File: src/rtl/boot_image_requester_pkg.sv
// boot_image_requester_pkg: state encoding and dual-boot register map
package boot_image_requester_pkg;
  typedef enum logic [2:0] {IDLE, WR_SEL, RD_BUSY, GAP, WR_TRIG, DONE, ERR} state_t;
  localparam logic [2:0] ADDR_TRIG = 3'd0;
  localparam logic [2:0] ADDR_SEL = 3'd1;
  localparam logic [2:0] ADDR_BUSY = 3'd2;
  localparam int SEL_OVERWRITE = 0;
  localparam int SEL_IMAGE = 1;
  localparam logic [31:0] TRIG_RECONFIG = 32'h1;
  function automatic logic [31:0] sel_word(input logic img);
    sel_word = '0;
    sel_word[SEL_OVERWRITE] = 1'b1;
    sel_word[SEL_IMAGE] = img;
  endfunction
endpackage

File: src/rtl/boot_image_requester_if.sv
// boot_image_requester_if: Avalon-MM link to the dual-boot IP
interface boot_image_requester_if;
  logic [2:0] avm_address;
  logic avm_read;
  logic avm_write;
  logic [31:0] avm_writedata;
  logic [31:0] avm_readdata;
  logic avm_waitrequest;
  modport master(output avm_address, avm_read, avm_write, avm_writedata, input avm_readdata, avm_waitrequest);
  modport slave(input avm_address, avm_read, avm_write, avm_writedata, output avm_readdata, avm_waitrequest);
endinterface

File: src/rtl/boot_image_requester.sv
// boot_image_requester: selects a boot image, polls busy, then triggers reconfiguration
module boot_image_requester
  import boot_image_requester_pkg::*;
#(
  parameter int POLL_LIMIT = 1024,
  parameter int POLL_GAP = 15
) (
  input logic clk_clk,
  input logic reset_reset,
  input logic req_valid,
  input logic req_image,
  output logic req_ready,
  boot_image_requester_if.master avm,
  output logic stat_busy,
  output logic stat_done,
  output logic stat_error
);
  localparam logic [16:0] POLL_MAX = 17'(POLL_LIMIT);
  localparam logic [7:0] GAP_LAST = 8'(POLL_GAP > 0 ? POLL_GAP - 1 : 0);
  state_t state_q, state_d;
  logic img_q, img_d, err_q, err_d;
  logic [15:0] poll_q, poll_d;
  logic [7:0] gap_q, gap_d;
  // registers; reset wins over any pending bus stall
  always_ff @(posedge clk_clk) begin
    if (reset_reset) begin
      state_q <= IDLE;
      img_q <= 1'b0;
      err_q <= 1'b0;
      poll_q <= '0;
      gap_q <= '0;
    end else begin
      state_q <= state_d;
      img_q <= img_d;
      err_q <= err_d;
      poll_q <= poll_d;
      gap_q <= gap_d;
    end
  end
  // next state, counters and bus/status outputs
  always_comb begin
    state_d = state_q;
    img_d = img_q;
    err_d = err_q;
    poll_d = poll_q;
    gap_d = gap_q;
    avm.avm_address = '0;
    avm.avm_read = 1'b0;
    avm.avm_write = 1'b0;
    avm.avm_writedata = '0;
    req_ready = state_q == IDLE;
    stat_busy = !(state_q inside {IDLE, DONE, ERR});
    stat_done = state_q == DONE;
    stat_error = err_q || state_q == ERR;
    case (state_q)
      IDLE: if (req_valid) begin
        img_d = req_image;
        poll_d = '0;
        err_d = 1'b0;
        state_d = WR_SEL;
      end
      WR_SEL: begin
        avm.avm_address = ADDR_SEL;
        avm.avm_write = 1'b1;
        avm.avm_writedata = sel_word(img_q);
        state_d = avm.avm_waitrequest ? WR_SEL : RD_BUSY;
      end
      RD_BUSY: begin
        avm.avm_address = ADDR_BUSY;
        avm.avm_read = 1'b1;
        if (!avm.avm_waitrequest) begin
          if (!avm.avm_readdata[0]) state_d = WR_TRIG;
          else if ({1'b0, poll_q} + 17'd1 < POLL_MAX) begin
            poll_d = poll_q == 16'hffff ? poll_q : poll_q + 16'd1;
            gap_d = '0;
            state_d = POLL_GAP == 0 ? RD_BUSY : GAP;
          end else state_d = ERR;
        end
      end
      GAP: begin
        gap_d = gap_q + 8'd1;
        state_d = gap_q == GAP_LAST ? RD_BUSY : GAP;
      end
      WR_TRIG: begin
        avm.avm_address = ADDR_TRIG;
        avm.avm_write = 1'b1;
        avm.avm_writedata = TRIG_RECONFIG;
        state_d = avm.avm_waitrequest ? WR_TRIG : DONE;
      end
      DONE: state_d = DONE;
      ERR: begin
        err_d = 1'b1;
        state_d = IDLE;
      end
      default: state_d = IDLE;
    endcase
  end
endmodule

File: src/flat_wrapper.sv
// flat-port wrapper written by rule: the top's interface ports become plain ports
module boot_image_requester_flat import boot_image_requester_pkg::*;
#(
  parameter int POLL_LIMIT = 1024,
  parameter int POLL_GAP = 15
)
  (clk_clk, reset_reset, req_valid, req_image, req_ready, stat_busy, stat_done, stat_error, avm_avm_address, avm_avm_read, avm_avm_write, avm_avm_writedata, avm_avm_readdata, avm_avm_waitrequest);
  boot_image_requester_if avm_i ();
  input logic clk_clk;
  input logic reset_reset;
  input logic req_valid;
  input logic req_image;
  output logic req_ready;
  output logic stat_busy;
  output logic stat_done;
  output logic stat_error;
  output wire logic [$bits(avm_i.avm_address)-1:0] avm_avm_address;
  output wire logic [$bits(avm_i.avm_read)-1:0] avm_avm_read;
  output wire logic [$bits(avm_i.avm_write)-1:0] avm_avm_write;
  output wire logic [$bits(avm_i.avm_writedata)-1:0] avm_avm_writedata;
  input wire logic [$bits(avm_i.avm_readdata)-1:0] avm_avm_readdata;
  input wire logic [$bits(avm_i.avm_waitrequest)-1:0] avm_avm_waitrequest;
  assign avm_avm_address = avm_i.avm_address;
  assign avm_avm_read = avm_i.avm_read;
  assign avm_avm_write = avm_i.avm_write;
  assign avm_avm_writedata = avm_i.avm_writedata;
  assign avm_i.avm_readdata = avm_avm_readdata;
  assign avm_i.avm_waitrequest = avm_avm_waitrequest;
  boot_image_requester #(.POLL_LIMIT(POLL_LIMIT), .POLL_GAP(POLL_GAP)) u_core (.clk_clk(clk_clk), .reset_reset(reset_reset), .req_valid(req_valid), .req_image(req_image), .req_ready(req_ready), .avm(avm_i), .stat_busy(stat_busy), .stat_done(stat_done), .stat_error(stat_error));
endmodule
File: config.mk
export PLATFORM = sky130hd
export DESIGN_NAME = boot_image_requester_flat
export DESIGN_NICKNAME = d
export VERILOG_FILES = /design/src/rtl/boot_image_requester_pkg.sv /design/src/rtl/boot_image_requester_if.sv /design/src/rtl/boot_image_requester.sv /design/src/flat_wrapper.sv
export SDC_FILE = /design/constraint.sdc
export NUM_CORES = 1
export LEC_CHECK = 0
export BUFFER_PORTS_ARGS = -buffer_cell sky130_fd_sc_hd__buf_2
export CORE_UTILIZATION = 48
export DETAILED_ROUTE_END_ITERATION = 12
export GPL_ROUTABILITY_DRIVEN = 1
export PLACE_DENSITY = 0.9
export SLEW_MARGIN = 0
export SYNTH_ARGS = -nofsm -noshare
export SYNTH_HDL_FRONTEND = slang
export SYNTH_SLANG_ARGS = --single-unit
File: constraint.sdc
create_clock -name clk_clk -period 2.3 [get_ports clk_clk]
set_input_delay 0.46 -clock clk_clk [delete_from_list [all_inputs] [get_ports clk_clk]]
set_output_delay 0.46 -clock clk_clk [all_outputs]
set_load 0.005 [all_outputs]
**Word-level counts from Yosys, hierarchy flattened**

Index checks and enable logic that the tools add are counted.

- Bits in registers: 29
- Bits in latches: 0
- Bits in writable memories: 0
- ROM bits: 0
- Bits of input ports: 37
- Output and inout bits: 41
- Memories kept: 0

- $add $sub $neg: 3
- $mul: 0
- Divide/modulo/power cells: 0
- Magnitude comparators: 1
- Equal/unequal tests: 13
- Shift operators: 0
- Mux-type cells: 24
- Bitwise gates (word level): 0
- Reductions and logical operators: 13

Operator list:

| cell | count |
|---|---|
| 16-bit 2-to-1 mux | 5 |
| 16-bit case mux with 2 select lines | 1 |
| 8-bit 2-to-1 mux | 3 |
| 3-bit case mux with 6 select lines | 1 |
| 16-bit by 1-bit adder with 17-bit output, second input constant | 1 |
| 17-bit by 11-bit less-than comparator with 1-bit output, second input constant | 1 |
| 16-bit by 1-bit adder with 16-bit output, second input constant | 1 |
| 16-bit == test, second input constant | 1 |
| 8-bit case mux with 2 select lines | 1 |
| 3-bit 2-to-1 mux | 4 |
| 3-bit == test, second input constant | 3 |
| 8-bit by 1-bit adder with 8-bit output, second input constant | 1 |
| 8-bit by 4-bit == test with 1-bit output, second input constant | 1 |
| 2-bit != test, second input constant | 4 |
| 2-bit case mux with 2 select lines | 2 |
| 3-bit by 2-bit == test with 1-bit output, second input constant | 2 |
| 2-bit AND reduction | 3 |
| 6-bit AND reduction | 1 |
| 2-bit nonzero test | 3 |
| 1-bit 2-to-1 mux | 5 |
| 4-bit AND reduction | 1 |
| 3-bit by 1-bit == test with 1-bit output, second input constant | 1 |
| 3-bit zero test | 1 |
| 3-bit nonzero test | 1 |
| other kinds (6) | 6 |

**Depth between registers and ports, before layout**

- Depth after elaboration: 6
- Mapped depth: 8

**Least setup slack after synthesis**

No wires, ideal clock.

- Kind: register to register
- Start point: reg u_core.poll_q[0]
- End point: reg u_core.gap_q[2]
- Setup time: 0.070 ns
- Arrival time: 2.046 ns
- Data required time: 2.230 ns
- Slack: 0.184 ns
- Cell stages (with the launch flop): 9
- Path buffers: 1
- Period minus slack after synthesis: 2.116 ns
- Path through: dfxtp_1 -> ha_1 -> nand3_1 -> or4_4 -> a21oi_2 -> a31oi_1 -> buf_2 -> or3_1 -> a21oi_1

- Longest elaborated chain between the ends: 4

Ends and longest elaborated chain:

| what | line | text |
|---|---|---|
| start, declared | boot_image_requester.sv:22 | `logic [15:0] poll_q, poll_d;` |
| start signal, assigned | boot_image_requester.sv:36 | `poll_q <= poll_d;` |
| 16-bit by 1-bit adder with 17-bit output | boot_image_requester.sv:73 | `else if ({1'b0, poll_q} + 17'd1 < POLL_MAX) begin` |
| 17-bit by 11-bit less-than comparator with 1-bit output | boot_image_requester.sv:73 |  |
| 2-bit by 1-bit != test with 1-bit output (no line) | n/a |  |
| 4-bit AND reduction (no line) | n/a |  |
| end signal, assigned | boot_image_requester.sv:37 | `gap_q <= gap_d;` |
| end, declared | boot_image_requester.sv:23 | `logic [7:0] gap_q, gap_d;` |

No other way between the ends.
A chain may end at the register's enable or synchronous reset.

**Final worst setup path**

- Start point: reg u_core.poll_q[0]
- End point: reg u_core.poll_q[6]

- Longest elaborated chain between the ends: 6
- Elaborated cells on any way between the ends: 12

Ends and longest elaborated chain:

| what |
|---|
| parallel branches: the longest is 6 deep, another holds 16-bit by 1-bit adder with 17-bit output |

Several ways; the timed one is not identified. The select of a mux whose other input is x is not followed.

==> results.toml <==
[min_path]
hold_class = "input port to register"

[grt]
grt_usage_pct = 19.4
grt_pass1_wl_um = 6190
grt_pass1_vias = 1481
grt-ovfl-total = 0
antenna_found_initial = 0
grt_max_degree = 17

[pwr]
peakVddDrop_v = 0.000357
total_power_w = 0.00109
p_leak_nw = 0.817
p_per_area_nw_per_um2 = 510

[synthesis]
synthCells = 226
synth_edf_count = 0
synth-main-ff-cell = "dfxtp_1"
synth-async-reset-ratio_pct = 0
yosysSeqAreaShare_pct = 31.8
synth_seq_cells = 29
synth_cell_types = 45
postSynthAreaPerCell_um2 = 8.07
ys.warnings.count = 0
synthesis.area_um2 = 1820

[timing]
report.final.slew_viol_count = 0
relSlewSlack_pct = 62.3
final.setup_skew_ns = 0.00844
min_period_ns = 2.33
rsz0062_at_grt = "true"
tightest_slew_ns = 0.561
setup_ws_ns = -0.0346
period_share_pct = 102
whs_ns = 0.428
tns_ns = -0.0513
finalSetupViolations = 2
timing.fmax_ghz = 0.428
hold_viol = 0

[setup_path]
cp.required_ns = 2.52
start_kind = "register"
arrival_ns = 2.56
crit_path_end_kind = "register"
ff2ff_setup_slack_ns = -0.03
crit_fanout = 7
crit_type = "register to register"

[die]
die_area_um2 = 4050
die_y_um = 63.7
core_area_um2 = 3660
num_rows = 22
die_w_um = 63.7
io_pins = 78
initial_core_util_pct = 49.8

[finish]
layout-drive-gt1-share_pct = 26.1
antenna_cells = 0
area_delta_synth_final_pct = 16.9
final_cells = 301
final_util_pct = 58.2
final_nets = 292

[clocking]
clk_path_buf_depth = 2
clk_latency_ns = 0.29
clock_sinks = 29
clk_pin_slew_ns = 0.07
cts_root_buf = "clkbuf_8"
cts_buffers = 5
ctsHoldBuffers = 0
htreeDepth = 2
cts_tree = "built"

[placed_design]
dpl.hpwl_um = 2630
gp_congestion = 0.803
placed_cells = 290
io_buffers = 15

[route]
via_per_inst = 5.56
detail_route.wl_per_cell_um = 14.5
vias = 1673
drc = 0
drtIter0Drc = 152
ant_nets = 0
first_pass_iters = 4
wl_um = 4350

[outcome]
outcome = "finished with violations"
violations = "setup timing"

[flow_run]
max_cap_violations = 0
-- critical path, cell delays in order, from the launching register on --
cell	delay, ns
dfxtp_2	0.35
ha_4	0.16
nand3_4	0.09
nor4_4	0.30
mux2i_2	0.35
buf_4	0.21
a31oi_4	0.13
or4_1	0.50
a21oi_1	0.16
-- cells in the final DEF, fill, tap and decap left out, drive strengths merged, types with 2 or more instances in the layout --
cell type / Yosys / routed
conb: 1 / 31
dfxtp: 29 / 29
buf: 35 / 29
a21oi: 21 / 21
nand2: 14 / 14
o21ai: 10 / 10
or4: 10 / 10
o31ai: 9 / 9
inv: 8 / 8
nor2: 8 / 8
nand3: 8 / 8
nor3: 6 / 6
nor3b: 6 / 6
or3: 6 / 6
clkbuf: 6 / 6
nand4: 5 / 5
a31oi: 4 / 5
and2: 4 / 4
nor2b: 4 / 4
nand2b: 3 / 3
ha: 3 / 3
xnor2: 2 / 2
xor2: 2 / 2
o21bai: 2 / 2
and3: 2 / 2
a211oi: 2 / 2
clkinv: 0 / 2
nor4: 2 / 2
mux2i: 2 / 2
a21o: 2 / 2
or2: 2 / 2
-- synth_stat cells, drive strengths merged (2+ instances only) --
master / n / area share, %
a31oi: 4 / 1.7
nand4: 5 / 2.5
nor2: 8 / 1.6
xnor2: 2 / 0.96
nor2b: 4 / 1.4
nor4: 2 / 0.69
nor3b: 6 / 2.5
nand3: 8 / 2.2
or2: 2 / 0.69
a211oi: 2 / 0.82
and2: 4 / 1.4
xor2: 2 / 0.96
or3: 6 / 2.1
nand2b: 3 / 1.0
o31ai: 9 / 3.7
buf: 35 / 14
a21oi: 21 / 6.0
dfxtp: 29 / 32
mux2i: 2 / 1.1
or4: 10 / 4.3
nor3: 6 / 1.6
o21bai: 2 / 0.82
clkbuf: 6 / 1.2
o21ai: 10 / 2.7
nand2: 14 / 2.9
a21o: 2 / 0.82
and3: 2 / 0.69
ha: 3 / 2.1
inv: 8 / 1.6
-- metal layers --
metal | track usage (%) | part of all wire (%)
met2 | 33.6 | 51
met3 | 4.89 | 6.5
met5 | 0 | 0
met4 | 8.52 | 2.0
met1 | 22.1 | 40
-- flip-flops by register name (all words and copies together) (netlist names) --
signal and flops:
u_core.err_q 1, u_core.gap_q 8, u_core.state_q 3, u_core.poll_q 16, u_core.img_q 1
-- cell type report --
| cell class | count | area, µm² |
|---|---|---|
| Tap cell | 48 | 60.1 |
| Fill cell | 327 | 1530 |
| Clock inverter | 2 | 10.0 |
| Inverter | 8 | 30.0 |
| Timing Repair Buffer | 29 | 184 |
| Clock buffer | 6 | 72.6 |
| Sequential cell | 29 | 588 |
| Multi-Input combinational cell | 179 | 1190 |
-- worst paths after layout --
check | startpoint | endpoint | cells past startpoint
max reg2reg | u_core.poll_q[0] | u_core.poll_q[6] | 8
min reg2reg | u_core.gap_q[7] | u_core.gap_q[7] | 2
min | req_image | u_core.img_q | 3
max | u_core.poll_q[0] | u_core.poll_q[6] | 8
-- power by group --
part           internal [W]  leakage [nW]  switching, W
Combinational     0.0000563         0.535     0.0000945
Clock              0.000209        0.0450      0.000201
Sequential         0.000510         0.237     0.0000171
-- kinds of logic (layout without fill, tap and decap cells) --
group | count (synthesis) | in the layout | synth area share (%)
buffers and inverters | 49 | 45 | 16.8
adder cells (fa/ha/maj) | 3 | 3 | 2.06
multiplexers | 3 | 3 | 1.71
AO/OA/AOI/OAI | 53 | 54 | 18.0
XOR/XNOR | 4 | 4 | 1.92
other | 1 | 31 | 0.206
AND/OR/NAND/NOR | 84 | 84 | 27.4
flip-flops | 29 | 29 | 31.8
-- stage by stage --
step | setup WS [ns] | area (µm²)
2_1_floorplan | 0.184 | 1940
3_3_place_gp | 0.0410 | 1890
3_5_place_dp | -0.0759 | 1890
4_1_cts | 0.00592 | 1990
5_1_grt | -0.115 | 2130
6_report | -0.0346 | 2130
-- repair_timing --
action / in CTS / in global routing
resized for setup: 2 / 28
setup buffers: 1 / 1
pin swaps: 0 / 5
gates cloned: 0 / 1
setup endpoints to repair: 13 / 17
Power figures use the tool's default switching activity.
